**src/rtl/cache_dirty_tracker.sv**
```systemverilog
// rtl/cache_dirty_tracker.sv - per-set/per-way dirty store with a flush/writeback engine
// Optional population counter on dirty_count is built when DIRTY_COUNT_EN is defined.
module cache_dirty_tracker #(
   parameter int NUM_WAYS = 4,
   parameter int NUM_SETS = 8,
   localparam int WAY_W = $clog2(NUM_WAYS),
   localparam int SET_W = $clog2(NUM_SETS)
`ifdef DIRTY_COUNT_EN
   ,localparam int CNT_W = $clog2(NUM_SETS*NUM_WAYS+1)
`endif
) (
   input  logic             clk,
   input  logic             rst_n,
   input  logic [SET_W-1:0] set_idx,
   input  logic [WAY_W-1:0] hit_way,
   input  logic [WAY_W-1:0] victim_way,
   input  logic             set_dirty,
   input  logic             clr_dirty,
   output logic             victim_dirty,
   input  logic             flush_req,
   output logic             flush_busy,
   output logic             flush_done,
   output logic             wb_valid,
   input  logic             wb_ready,
   output logic [SET_W-1:0] wb_set,
   output logic [WAY_W-1:0] wb_way
`ifdef DIRTY_COUNT_EN
   ,output logic [CNT_W-1:0] dirty_count
`endif
);

   typedef enum logic [1:0] {IDLE, SCAN, ISSUE, DONE} state_t;

   localparam logic [SET_W-1:0] LAST_SET = SET_W'(NUM_SETS - 1);

   state_t              state, state_nxt;
   logic [NUM_WAYS-1:0] dirty [NUM_SETS];
   logic [SET_W-1:0]    ptr;
   logic [WAY_W-1:0]    low_way;
   logic                row_dirty;
   logic                cmd_en;
   logic                wb_fire;

   assign cmd_en       = (state == IDLE);
   assign wb_fire      = (state == ISSUE) && wb_ready;
   assign victim_dirty = dirty[set_idx][victim_way];

   // Descending walk so the last hit left standing is the lowest dirty way.
   always_comb begin
      row_dirty = |dirty[ptr];
      low_way   = '0;
      for (int w = NUM_WAYS - 1; w >= 0; w--) begin
         if (dirty[ptr][w]) low_way = WAY_W'(w);
      end
   end

   always_comb begin
      state_nxt  = state;
      flush_busy = (state != IDLE);
      flush_done = 1'b0;
      wb_valid   = 1'b0;
      case (state)
         IDLE:  if (flush_req) state_nxt = SCAN;
         SCAN: begin
            if (row_dirty)             state_nxt = ISSUE;
            else if (ptr == LAST_SET)  state_nxt = DONE;
         end
         ISSUE: begin
            wb_valid = 1'b1;
            if (wb_ready) state_nxt = SCAN;
         end
         DONE: begin
            flush_done = 1'b1;
            state_nxt  = IDLE;
         end
         default: state_nxt = IDLE;
      endcase
   end

   always_ff @(posedge clk or negedge rst_n) begin
      if (!rst_n) begin
         state  <= IDLE;
         ptr    <= '0;
         wb_set <= '0;
         wb_way <= '0;
      end else begin
         state <= state_nxt;
         case (state)
            IDLE: if (flush_req) ptr <= '0;
            SCAN: begin
               if (row_dirty) begin
                  wb_set <= ptr;
                  wb_way <= low_way;
               end else if (ptr != LAST_SET) begin
                  ptr <= ptr + 1'b1;
               end
            end
            default: ;
         endcase
      end
   end

   // Commands are only honoured while idle; set wins over a simultaneous clear.
   always_ff @(posedge clk or negedge rst_n) begin
      if (!rst_n) begin
         for (int s = 0; s < NUM_SETS; s++) dirty[s] <= '0;
      end else if (wb_fire) begin
         dirty[wb_set][wb_way] <= 1'b0;
      end else if (cmd_en) begin
         if (set_dirty)      dirty[set_idx][hit_way]    <= 1'b1;
         else if (clr_dirty) dirty[set_idx][victim_way] <= 1'b0;
      end
   end

`ifdef DIRTY_COUNT_EN
   always_ff @(posedge clk or negedge rst_n) begin
      if (!rst_n) begin
         dirty_count <= '0;
      end else if (wb_fire) begin
         dirty_count <= dirty_count - CNT_W'(1);
      end else if (cmd_en) begin
         if (set_dirty && !dirty[set_idx][hit_way])
            dirty_count <= dirty_count + CNT_W'(1);
         else if (!set_dirty && clr_dirty && victim_dirty)
            dirty_count <= dirty_count - CNT_W'(1);
      end
   end
`endif

endmodule

```
**config.mk**
```make
export PLATFORM = sky130hd
export DESIGN_NAME = cache_dirty_tracker
export DESIGN_NICKNAME = d
export VERILOG_FILES = /design/src/rtl/cache_dirty_tracker.sv
export SDC_FILE = /design/constraint.sdc
export NUM_CORES = 1
export LEC_CHECK = 0
export CORE_AREA = 4 4 99 83
export DETAILED_ROUTE_END_ITERATION = 8
export DIE_AREA = 0 0 103 87
export PLACE_DENSITY = 0.59
export SLEW_MARGIN = 30
export SYNTH_ARGS = -nofsm -noshare
export SYNTH_HDL_FRONTEND = slang
export SYNTH_SLANG_ARGS = --single-unit
```
**constraint.sdc**
```tcl
create_clock -name clk -period 3.9 [get_ports clk]
set_input_delay 0.585 -clock clk [delete_from_list [all_inputs] [get_ports clk]]
set_output_delay 0.585 -clock clk [all_outputs]
set_load 0.05 [all_outputs]
```
==> run summary, run 1 <==
• via count of the first global-routing pass: 2561
• Final Skew: 0.00559 ns
• unrepaired setup endpoints after global routing: no
• Post-CTS Hold Fix Bufs: 0
• count of pins over their slew limit: 0
• result of the run: finished, final reports clean
• proportion of synthesized chip area in sequential cells: 37.3%
• commonest cells after routing, fill and taps aside: dfrtp_1, a21oi_1, nor2_1
• Placeable Area: 7220 sq um
• CTS tree: yes
• post-layout min period: 3.43 ns
• buffers inserted by post-CTS timing repair: 0
• grt met1 use: 32.8%
• post-layout util: 45.2%
• path category of the worst min-delay check: input port to asynchronous set/reset pin
• total stage count of the critical path: 7
• Worst R2R Path Depth: 5
• maximum fanout along the worst path: 18
• count of boundary I/O pins: 22
• maximum frequency from static timing analysis: 292 MHz
• IR drop worst, VDD: 0.370 mV
• kind of capture point of the worst setup path: primary output
• fraction of layout instances using a drive strength above 1: 12.6%
• crit path max-delay cell type: clkdlybuf4s50_1
• dominant synthesized flop cell: dfrtp_1
• global-route layer with the greatest usage: met1
• die extent in x: 103 microns
• syn nets: 316
• max-cap check violation count: 0
• first-pass GRT wire length: 14.4 mm
• total negative slack: 0 ns
• number of nets in the final layout: 332
• remaining antenna violation count: 0
• critical path buffer and inverter count: 2
• number of setup violations in the final report: 0
• critical path cell sequence: clkdlybuf4s50_1, and3_1, a22oi_1, nand4_1, o22ai_1, o21ai_1, buf_12
• FF+latch area: 1050 sq um
• Final Hold Violating Endpoints: 0
• I/O Buffers: 21
• area added between synthesis and finish: 15.7%
• Power Dens Cells: 702 nW/um^2
• H-tree depth reported by CTS: 2
• global routing met3 resource utilization: 3.12%
• netlist area before placement: 2820 sq um
• diodes inserted: 0
• DIE AREA: 8960 sq um
• drt first pass iters: 5
• total half-perimeter wirelength after legalization and detailed placement: 6.68 mm
• mean cell area of the mapped netlist: 9.36 sq um
• wire length per cell: 22.6 microns
• total global routing overflow: 0
• EDFF count, synth: 0
• share of synthesized flip-flops with an asynchronous set or reset: 100%
• highest cell delay on the worst timing path: 0.86 ns
• area of the multi-input gates: 1650 sq um
• post-synthesis cell count: 301
• yosys synthesis warning count: 0
• Synth cell types: 49
• clock slew seen by the registers of the worst setup and hold paths: 0.08 ns
• number of placement rows: 28
• average vias per placed instance: 6.51
• CP delay by family, top: buffers and inverters
• total clock buffers created by CTS: 5
• largest net degree at the start of global routing: 28
• clock insertion delay at the later pin of the skew report: 0.30 ns
• initial antenna violation count: 0
• overall power after layout: 2.29 mW
• Worst slew margin: 43.7%
• WS Path Type: input port to primary output
• post-route clock period utilization: 87.8%
• Sink Count: 42
• type of element launching the critical path: input port
• global-route track usage on met2: 30.9%
• P_leak: 1.29 nW
• die height: 87 microns
• via count: 2657
• transition time at the pin with the least slew margin: 0.839 ns
• total global-route track usage: 21.7%
• total wire length after detailed routing: 9.24 mm
• CTS resizes: 0
• drt initial violations: 300
• leading cell type in the layout, fill and taps excluded: dfrtp_1
• data required time of the critical path: 3.31 ns
• Final Wtd Congestion: 0.958
• DRC violation count after routing: 0
• clk buf depth: 2
• number of filler instances in the final layout: 675
• Clk Tree Root Cell: clkbuf_8
• Starting Density: 39.0%
• flip-flop and latch count after synthesis: 42
• Critical Path AT: 2.84 ns
## flip-flops by register name (all words and copies together), names as in the netlist
| name | flops |
|---|---|
| dirty | 32 |
| ptr | 3 |
| state | 2 |
| wb_set | 3 |
| wb_way | 2 |
## worst register-to-register path, delay by kind of cell (launching register included)
kind	cells	cell delay (ns)
flops	1	0.76
simple gates	2	0.54
mux	3	1.35
## synth_stat cells (5+ instances only)
| cell type | number | area (sq um) |
|---|---|---|
| clkbuf_1 | 19 | 71.3 |
| nand2_1 | 21 | 78.8 |
| nor2_1 | 26 | 97.6 |
| nand3b_1 | 5 | 37.5 |
| nor2b_1 | 5 | 31.3 |
| a22o_1 | 20 | 175 |
| mux4_2 | 9 | 203 |
| a22oi_1 | 16 | 120 |
| nor3b_1 | 7 | 52.6 |
| o22ai_1 | 9 | 56.3 |
| dfrtp_1 | 42 | 1050 |
| o21ai_1 | 13 | 65.1 |
| nand2b_1 | 6 | 37.5 |
| o21ai_0 | 6 | 30.0 |
| a21oi_1 | 30 | 150 |
## cell families (layout without fill, tap and decap cells)
kind of cell	count (synthesis)	after routing	synth area share [%]
fa+ha+maj	2	2	0.888
buf+inv	29	46	4.18
flops	42	42	37.3
compound gates	106	106	25.1
mux	21	21	12.7
simple gates	101	101	19.8
## routing by layer
metal  routed length, microns  vias to the layer above  share of wire, %
met5                        0                        -                 0
met4                      320                        0               3.5
met3                      730                       30               7.9
met2                     4020                      144                44
met1                     4170                     1313                45
li1                         -                     1170                 -
## cell type report
type,instances,area share [%]
Clock inverter,1,0.921
Inverter,5,0.576
Clock buffer,7,2.34
Tap cell,90,3.45
Multi-Input combinational cell,230,50.7
Sequential cell,42,32.2
Timing Repair Buffer,33,9.75
## final timing paths
check,startpoint,to,slack [ns]
max,set_idx[1],victim_dirty,0.47
min,rst_n,wb_set[2],0.21
max reg2reg,ptr[0],wb_set[0],1.13
min reg2reg,dirty[21],dirty[21],0.52
max in group asynchronous,rst_n,dirty[5],3.21
min in group clk,dirty[21],dirty[21],0.52
## power by group
group | internal [mW] | total [mW] | switching (mW)
combinational | 0.481 | 1.06 | 0.581
clock | 0.192 | 0.339 | 0.147
sequential | 0.618 | 0.888 | 0.271
## through the flow
stage / instance area (sq um) / hold WS, ns / worst slack (ns) / std cells
after detailed placement: 3150 / 0.505 / 0.571 / 400
after CTS: 3250 / 0.217 / 0.551 / 408
final: 3260 / 0.209 / 0.474 / 408
after global placement: 3130 / 0.510 / 0.615 / 399
after global routing: 3260 / 0.231 / 0.382 / 408
after floorplan: 2820 / 0.289 / 0.756 / 301
(Power assumes the default switching activity.)
==> run 2: changes to the inputs <==
--- a/config.mk
+++ b/config.mk
@@ -8,6 +8,7 @@
 export CORE_AREA = 4 4 99 83
 export DETAILED_ROUTE_END_ITERATION = 8
 export DIE_AREA = 0 0 103 87
+export HOLD_SLACK_MARGIN = 0.15
 export PLACE_DENSITY = 0.59
 export SLEW_MARGIN = 30
 export SYNTH_ARGS = -nofsm -noshare
==> results of run 2 <==
Same layout as run 1: the final DEF is identical, and so are final timing and power.
==> run 3: changes to the inputs <==
--- a/config.mk
+++ b/config.mk
@@ -5,11 +5,13 @@
 export SDC_FILE = /design/constraint.sdc
 export NUM_CORES = 1
 export LEC_CHECK = 0
+export CELL_PAD_IN_SITES_DETAIL_PLACEMENT = 1
+export CELL_PAD_IN_SITES_GLOBAL_PLACEMENT = 2
 export CORE_AREA = 4 4 99 83
 export DETAILED_ROUTE_END_ITERATION = 8
 export DIE_AREA = 0 0 103 87
 export HOLD_SLACK_MARGIN = 0.15
-export PLACE_DENSITY = 0.59
+export PLACE_DENSITY = 0.85
 export SLEW_MARGIN = 30
 export SYNTH_ARGS = -nofsm -noshare
 export SYNTH_HDL_FRONTEND = slang
==> run summary, run 3 (synthesis results as in run 1) <==
• result of the run: finished, final reports clean, unchanged
• flop2flop setup slack: 1.20 ns, was 1.13 ns
• FF-to-FF End: wb_set[0], unchanged
• wire length per cell: 23.8 microns, was 22.6 microns
• Sink Count: 42, unchanged
• I/O Buffers: 21, unchanged
• registers with the most flip-flops: dirty: 32 flops, ptr: 3 flops, wb_set: 3 flops, unchanged
• area added between synthesis and finish: 14.7%, was 15.7%
• Starting Density: 39.0%, unchanged
• kind of capture point of the worst setup path: primary output, unchanged
• Worst R2R Path Depth: 5, unchanged
• number of placement rows: 28, unchanged
• Final Skew: 0.0140 ns, was 0.00559 ns
• worst setup margin: 0.520 ns, was 0.474 ns
• leading cell type in the layout, fill and taps excluded: dfrtp_1, unchanged
• via count of the first global-routing pass: 2651, was 2561
• H-tree depth reported by CTS: 2, unchanged
• Largest register FFs: 32, unchanged
• post-layout min period: 3.38 ns, was 3.43 ns
• total clock buffers created by CTS: 5, unchanged
• CP Launch Point: set_idx[0], was set_idx[1]
• Power Dens Cells: 701 nW/um^2, was 702 nW/um^2
• initial antenna violation count: 0, unchanged
• total half-perimeter wirelength after legalization and detailed placement: 7.12 mm, was 6.68 mm
• Clk Tree Root Cell: clkbuf_8, unchanged
• unrepaired setup endpoints after global routing: no, unchanged
• number of nets in the final layout: 332, unchanged
• count of pins over their slew limit: 0, unchanged
• setup slack after placement: 0.579 ns, was 0.571 ns
• crit path max-delay cell type: clkdlybuf4s50_1, unchanged
• CTS resizes: 0, unchanged
• transition time at the pin with the least slew margin: 0.637 ns, was 0.839 ns
• total global-route track usage: 22.9%, was 21.7%
• max-cap check violation count: 0, unchanged
• critical path buffer and inverter count: 3, was 2
• Critical path destination: victim_dirty, unchanged
• DIE AREA: 8960 sq um, unchanged
• Post-CTS Hold Fix Bufs: 0, unchanged
• Reg2Reg Launch Point: ptr[2], was ptr[0]
• number of setup violations in the final report: 0, unchanged
• drt initial violations: 194, was 300
• maximum frequency from static timing analysis: 296 MHz, was 292 MHz
• count of boundary I/O pins: 22, unchanged
• total stage count of the critical path: 8, was 7
• buffers inserted by post-CTS timing repair: 0, unchanged
• CP delay by family, top: buffers and inverters, unchanged
• total negative slack: 0 ns, unchanged
• fraction of layout instances using a drive strength above 1: 12.9%, was 12.6%
• die height: 87 microns, unchanged
• post-route clock period utilization: 86.7%, was 87.8%
• clk buf depth: 2, unchanged
• Final Wtd Congestion: 0.953, was 0.958
• WS Path Type: input port to primary output, unchanged
• drt first pass iters: 5, unchanged
• Critical Path AT: 2.80 ns, was 2.84 ns
• die extent in x: 103 microns, unchanged
• maximum fanout along the worst path: 13, was 18
• tightest hold margin: 0.246 ns, was 0.209 ns
• CTS tree: yes, unchanged
• clock slew seen by the registers of the worst setup and hold paths: 0.10 ns, was 0.08 ns
• type of element launching the critical path: input port, unchanged
• P_leak: 1.28 nW, was 1.29 nW
• IR drop worst, VDD: 0.253 mV, was 0.370 mV
• Placeable Area: 7220 sq um, unchanged
• critical path cell sequence: clkdlybuf4s50_1, buf_4, nor2b_1, a22oi_1, a21oi_1, o22ai_1, o21ai_1, buf_12, was clkdlybuf4s50_1, and3_1, a22oi_1, nand4_1, o22ai_1, o21ai_1, buf_12
• remaining antenna violation count: 0, unchanged
• DRC violation count after routing: 0, unchanged
• highest cell delay on the worst timing path: 0.78 ns, was 0.86 ns
• average vias per placed instance: 6.53, was 6.51
• first-pass GRT wire length: 15.5 mm, was 14.4 mm
• diodes inserted: 0, unchanged
• register bank with the most flops: dirty, unchanged
• Final Hold Violating Endpoints: 0, unchanged
• total wire length after detailed routing: 9.71 mm, was 9.24 mm
• clock insertion delay at the later pin of the skew report: 0.31 ns, was 0.30 ns
• via count: 2663, was 2657
• Worst slew margin: 57.6%, was 43.7%
• largest net degree at the start of global routing: 43, was 28
• total global routing overflow: 0, unchanged
• path category of the worst min-delay check: input port to asynchronous set/reset pin, unchanged
• commonest cells after routing, fill and taps aside: dfrtp_1, a21oi_1, nor2_1, unchanged
• data required time of the critical path: 3.31 ns, about the same
[run 3: worst min-delay path by stage]
stage | to | cells after the start | startpoint
6_report | ptr[2] | 1 | rst_n
5_1_grt | ptr[2] | 1 | rst_n
4_1_cts | ptr[2] | 1 | rst_n
3_5_place_dp | dirty[0] | 1 | dirty[0]
3_3_place_gp | dirty[28] | 1 | dirty[28]
2_1_floorplan | dirty[0] | 0 | rst_n
[run 3: area by class of cell]
class	count	area [sq um]
fillers	837	3990
multi-input cells	230	1650
flip-flops and latches	42	1050
repair buffers	33	308
well taps	90	113
clock buffers	5	68.8
clock inverters	3	25.0
inverters	5	18.8
[run 3: where the power goes]
part | total, mW | leakage (nW) | switching, mW | internal [mW]
clock network | 0.311 | 0.0447 | 0.181 | 0.130
registers | 0.893 | 0.545 | 0.276 | 0.617
logic | 1.06 | 0.691 | 0.579 | 0.484
total | 2.27 | 1.28 | 1.04 | 1.23
[run 3: metal layers]
metal / share of wire (%) / track usage (%)
met1: 48 / 35.9
met2: 44 / 33.2
met3: 6.7 / 3.36
met4: 1.3 / 4.94
met5: 0 / 0
[run 3: per-stage QoR]
stage	total power, mW	area (sq um)	utilization [%]	cells
5_1_grt	2.40	3230	44.8	408
4_1_cts	2.26	3230	44.8	408
6_report	2.27	3230	44.8	408
2_1_floorplan	1.57	2820	-	301
3_5_place_dp	1.95	3140	43.5	400
3_3_place_gp	1.92	3140	43.4	400
==> patch 1, RTL diff (flow settings as in run 1) <==
Add a define of `DIRTY_COUNT_EN`.
--- a/src/rtl/cache_dirty_tracker.sv
+++ b/src/rtl/cache_dirty_tracker.sv
@@ -1,5 +1,7 @@
 // rtl/cache_dirty_tracker.sv - per-set/per-way dirty store with a flush/writeback engine
 // Optional population counter on dirty_count is built when DIRTY_COUNT_EN is defined.
+`define DIRTY_COUNT_EN
+
 module cache_dirty_tracker #(
    parameter int NUM_WAYS = 4,
    parameter int NUM_SETS = 8,
Check against the original RTL (old outputs only; new: dirty_count): equivalent (Yosys induction, for registers that start in step).
==> patch 1 against run 1 <==
- combinational power increased by 48%
- design area increased by 14%
- sequential cell count increased by 6
- via count increased by 16%
- routed wire length increased by 10%
- count of clock-buffer cells in the layout decreased by 1
- synthesized area increased by 17%
- total power increased by 30%
- hold slack improved by 0.15 ns
- clock skew increased by 0.010 ns
- worst setup slack about the same
- register-to-register slack improved by 0.06 ns
- critical endpoint unchanged
- largest cell class unchanged
- highest routed layer unchanged
==> patch 1: results (changes against run 1) <==
[timing]
worst_clock_skew_ns=0.0157  ; was 0.00559 ns
max_slew_margin_pct=49.5  ; was 43.7%

[drt]
wl_per_cell_um=21.5  ; was 22.6 µm
drt_pass1_iterations=5  ; unchanged
via_per_inst=6.51  ; about the same
initialDrtViolationCount=310  ; was 300

[yosys]
post_synth_top_cells=o21ai_0, dfrtp_1, a21oi_1  ; was dfrtp_1, a21oi_1, nor2_1
yosys_warning_count=0  ; unchanged
async_flop_share_pct=100  ; unchanged
postSynth.topFlopCell=dfrtp_1  ; unchanged
ys_types=53  ; was 49
portion_of_the_post_synthesis_area_used_by_sequential_elements_pct=36.5  ; was 37.3%
netlist_top_cells_area=dfrtp_1, o21ai_0, a21oi_1, mux4_2, mux2i_1  ; was dfrtp_1, mux4_2, a22o_1, a21oi_1, a22oi_1
syn-num-nets=383  ; was 316

[worst_setup_path]
rr_endpoint=ptr[1]$_DFFE_PN0P_  ; was wb_set[0]$_DFFE_PN0P_
reg2reg_depth=6  ; was 5
crit_arrival_ns=2.84  ; about the same
reg2reg_from=ptr[0]$_DFFE_PN0P_  ; unchanged
regToRegSetupSlack_ns=1.19  ; was 1.13 ns
crit_path_max_fanout=12  ; was 18

[clock_tree]
cts.root.buffer_cell=clkbuf_8  ; unchanged
clkSlewWorstSetupHoldPaths_ns=0.10  ; was 0.08 ns
ctsHtreeMaxLevel=2  ; unchanged
clkLatencyLatePin_ns=0.32  ; was 0.30 ns
cts_inserted_buffers=5  ; unchanged
cts_setup_buffers=0  ; unchanged
ctsResizeCount=0  ; unchanged
ctsLongestPathBuffers=2  ; unchanged

[power]
vdd_drop_max_uv=382  ; was 370 µV
static_leak_nw=1.51  ; was 1.29 nW

[cells_and_area]
num-fill-cells=674  ; was 675
fin_nets=400  ; was 332
count_of_inserted_antenna_diode_cells=0  ; unchanged
layout_top_registers=dirty: 32 flops, dirty_count: 6 flops  ; was dirty: 32 flops, ptr: 3 flops, wb_set: 3 flops
layout-drive-gt1-share_pct=9.90  ; was 12.6%

[global_route]
gr-usage-all-layers_pct=23.9  ; was 21.7%
first_pass_grt_wire_length_um=16300  ; was 14400 µm
grt_max_degree=49  ; was 28
grt_antenna_before_repair=0  ; unchanged
grt_pass1_vias=3042  ; was 2561

[outcome]
run_status=complete, no violations  ; unchanged

[min_path]
hold_path.class=in -> async  ; unchanged

[placed_design]
gpl.final_weighted_congestion=1.00  ; was 0.958
place_hpwl_um=7520  ; was 6680 µm
io_buffers=27  ; was 21

[die]
floorplan.die_area_um2=8960  ; unchanged

[patch 1: area by class of cell]
| cell class | count | area [µm²] | share of cell area (%) |
|---|---|---|---|
| Multi-Input combinational cell | 282 | 1930 | 51.8 |
| Timing Repair Buffer | 33 | 333 | 8.94 |
| Clock inverter | 2 | 15.0 | 0.403 |
| Tap cell | 90 | 113 | 3.03 |
| Clock buffer | 6 | 82.6 | 2.22 |
| Sequential cell | 48 | 1200 | 32.3 |
| Inverter | 13 | 48.8 | 1.31 |
[patch 1: through the flow]
stage	hold WS (ns)	instances	worst slack, ns	instance area [µm²]
after floorplan	0.289	366	0.822	3290
after global placement	0.459	466	0.519	3620
after detailed placement	0.462	466	0.511	3620
after CTS	0.384	474	0.498	3720
after global routing	0.398	474	0.399	3720
final	0.358	474	0.474	3720
[patch 1: critical path: stages]
cell,delay [ns]
clkdlybuf4s50_1,0.62
nor2_1,0.51
o2bb2ai_1,0.20
nor4b_1,0.08
nor4_2,0.62
buf_12,0.22
[patch 1: kinds of logic (layout without fill, tap and decap cells)]
logic type / Yosys count / count (layout) / synth area share [%]
compound gates: 142 / 142 / 25.9
simple gates: 99 / 99 / 16.2
flops: 48 / 48 / 36.5
buf+inv: 36 / 54 / 4.90
mux: 31 / 31 / 13.4
xor+xnor: 6 / 6 / 1.60
fa+ha+maj: 4 / 4 / 1.52
[patch 1: power by group]
group	total [mW]	switching (mW)	internal, mW
clock	0.334	0.190	0.144
sequential	1.06	0.339	0.721
combinational	1.57	0.914	0.659
total	2.97	1.44	1.52
[patch 1: per-layer routing]
metal,share of wire (%),global-route usage [%],vias up
li1,-,-,1415
met1,44,33.4,1468
met2,42,33.3,181
met3,11,10.5,21
met4,1.9,7.18,0
met5,0,0,-
[patch 1: how the worst max path moves through the flow]
stage / startpoint / to / slack (ns) / depth (start not counted)
after floorplan: set_idx[0] / dirty_count[2]$_DFFE_PN0P_ / 0.82 / 9
after global placement: set_idx[0] / victim_dirty / 0.52 / 7
after detailed placement: set_idx[1] / victim_dirty / 0.51 / 6
after CTS: set_idx[1] / victim_dirty / 0.50 / 6
after global routing: set_idx[1] / victim_dirty / 0.40 / 6
final: set_idx[2] / victim_dirty / 0.47 / 6
==> patch 2, RTL diff (config.mk and constraints of run 1) <==
Made on the original files. Re-encode `state_t` (4 states) as one-hot, 4 bits wide.
--- a/src/rtl/cache_dirty_tracker.sv
+++ b/src/rtl/cache_dirty_tracker.sv
@@ -29,7 +29,7 @@
 `endif
 );
 
-   typedef enum logic [1:0] {IDLE, SCAN, ISSUE, DONE} state_t;
+   typedef enum logic [3:0] {IDLE = 4'b0001, SCAN = 4'b0010, ISSUE = 4'b0100, DONE = 4'b1000} state_t;
 
    localparam logic [SET_W-1:0] LAST_SET = SET_W'(NUM_SETS - 1);
 
Function: no difference found for any inputs over 4 cycles, from zero or initial values and one cycle with rst_n low; so few cycles prove little.
==> patch 2 against run 1 <==
- synthesized area is 3.8% higher
- design area grew 1.5%
- global-route usage down 1.3 points
- total power decreased by 4.0%
- final cell count decreased by 4.9%
- worst setup slack improved by 0.14 ns
- sequential cell count increased by 2
- routed wire length decreased by 6.4%
- critical path type unchanged
- largest power group unchanged
==> patch 2: results (changes against run 1) <==
[global_route]
groute.layer.met3.usage_pct=2.80  ; was 3.12%
gr-usage-all-layers_pct=20.3  ; was 21.7%
grt_pass1_vias=2337  ; was 2561
first_pass_grt_wire_length_um=13600  ; was 14400 µm
gr-usage-met2_pct=28.9  ; was 30.9%
grt_use_met1_pct=32.1  ; was 32.8%
grt_max_degree=45  ; was 28
grt_antenna_before_repair=0  ; unchanged

[drt]
detailroute.wirelength.met3_um=520  ; was 730 µm
wl_per_cell_um=22.3  ; was 22.6 µm
met2RoutedLength_um=3790  ; was 4020 µm
drt_pass1_iterations=5  ; unchanged
wire_length_on_met1_um=4260  ; was 4170 µm
via_per_inst=6.35  ; was 6.51
initialDrtViolationCount=249  ; was 300
vias=2463  ; was 2657

[yosys]
netlist_top_cells_area=dfrtp_1, mux4_1, nand2_1, a32o_1, a221oi_1  ; was dfrtp_1, mux4_2, a22o_1, a21oi_1, a22oi_1
syn_area_per_cell_um2=10.3  ; was 9.36 µm²
ys_types=64  ; was 49
post_synth_top_cells=dfrtp_1, nand2_1, a21oi_1  ; was dfrtp_1, a21oi_1, nor2_1
syn-num-nets=298  ; was 316
portion_of_the_post_synthesis_area_used_by_sequential_elements_pct=37.7  ; was 37.3%

[worst_setup_path]
crit_path_max_fanout=11  ; was 18
crit_arrival_ns=2.70  ; was 2.84 ns
reg2reg_depth=5  ; unchanged
worst_path_largest_cell_delay_ns=0.67  ; was 0.86 ns
setup.worst_path.start=set_idx[0]  ; was set_idx[1]
rr_endpoint=ptr[2]$_DFFE_PN0P_  ; was wb_set[0]$_DFFE_PN0P_

[power]
vdd_drop_max_uv=235  ; was 370 µV
internal_power_mw=1.29  ; about the same
static_leak_nw=1.31  ; was 1.29 nW

[timing]
finalWorstSetupSlack_ns=0.613  ; was 0.474 ns
worstMarginPinSlew_ns=0.905  ; was 0.839 ns
worst_clock_skew_ns=0.00680  ; was 0.00559 ns

[clock_tree]
postCtsHoldBufs=0  ; unchanged
ctsResizeCount=0  ; unchanged
cts.root.buffer_cell=clkbuf_8  ; unchanged
cts_inserted_buffers=5  ; unchanged

[cells_and_area]
fin_nets=312  ; was 332
layout_top_registers=dirty: 32 flops, state: 4 flops  ; was dirty: 32 flops, ptr: 3 flops, wb_set: 3 flops
layout-drive-gt1-share_pct=14.1  ; was 12.6%
count_of_inserted_antenna_diode_cells=0  ; unchanged
num-fill-cells=686  ; was 675

[placed_design]
io_buffers=21  ; unchanged
place_hpwl_um=6370  ; was 6680 µm
dp_slack_ns=0.640  ; was 0.571 ns
placed_cells=380  ; was 400
gpl.final_weighted_congestion=0.975  ; was 0.958

[outcome]
run_status=complete, no violations  ; unchanged

[min_path]
hold_path.class=in -> async  ; unchanged

-- patch 2: cell types whose count changed in the layout (fill, tap and decap cells not counted), sizes merged, moves of 5 or more --
| cell | change |
|---|---|
| nand2 | +17 |
| mux2i | +5 |
| a221oi | +11 |
| nor2 | -10 |
| a21o | +5 |
| a22oi | -16 |
| a21oi | -13 |
| o22ai | -8 |
| o21ai | -13 |
| a22o | -19 |
| buf | -9 |
| a32o | +9 |
-- patch 2: power groups by stage --
stage               Clock (mW)  Sequential, mW  Combinational, mW
floorplan                    0           0.802              0.681
detailed placement           0           0.883              0.919
CTS                      0.401           0.874              0.924
global route             0.424           0.903               1.01
finish                   0.393           0.881              0.923
global placement             0           0.886              0.913
-- patch 2: stage by stage --
step	hold slack (ns)	cell area [µm²]	utilization, %
6_report	0.267	3310	45.9
5_1_grt	0.314	3310	45.9
4_1_cts	0.298	3310	45.9
3_5_place_dp	0.539	3180	44.1
3_3_place_gp	0.546	3180	44.1
2_1_floorplan	0.289	2920	-
-- patch 2: layout make-up --
class | count | share of cell area [%]
clock buffers | 7 | 2.91
clock inverters | 1 | 0.907
inverters | 8 | 0.907
multi-input cells | 214 | 51.7
flip-flops and latches | 44 | 33.3
well taps | 90 | 3.40
repair buffers | 24 | 6.88
-- patch 2: worst max-delay path, delay by kind of cell --
kind                   cells  cell delay, ns
buffers and inverters      3            1.17
AO/OA/AOI/OAI              3            0.61
AND/OR/NAND/NOR            1            0.24
multiplexers               1            0.09
-- patch 2: cell families (layout without fill, tap and decap cells) --
group                    count (synthesis)  count (layout)  synth area share [%]
AO/OA/AOI/OAI                           78              78                  20.3
adder cells (fa/ha/maj)                  2               2                 0.856
buffers and inverters                   25              40                  3.81
flip-flops                              44              44                  37.7
multiplexers                            28              28                  16.1
AND/OR/NAND/NOR                        106             106                  21.2
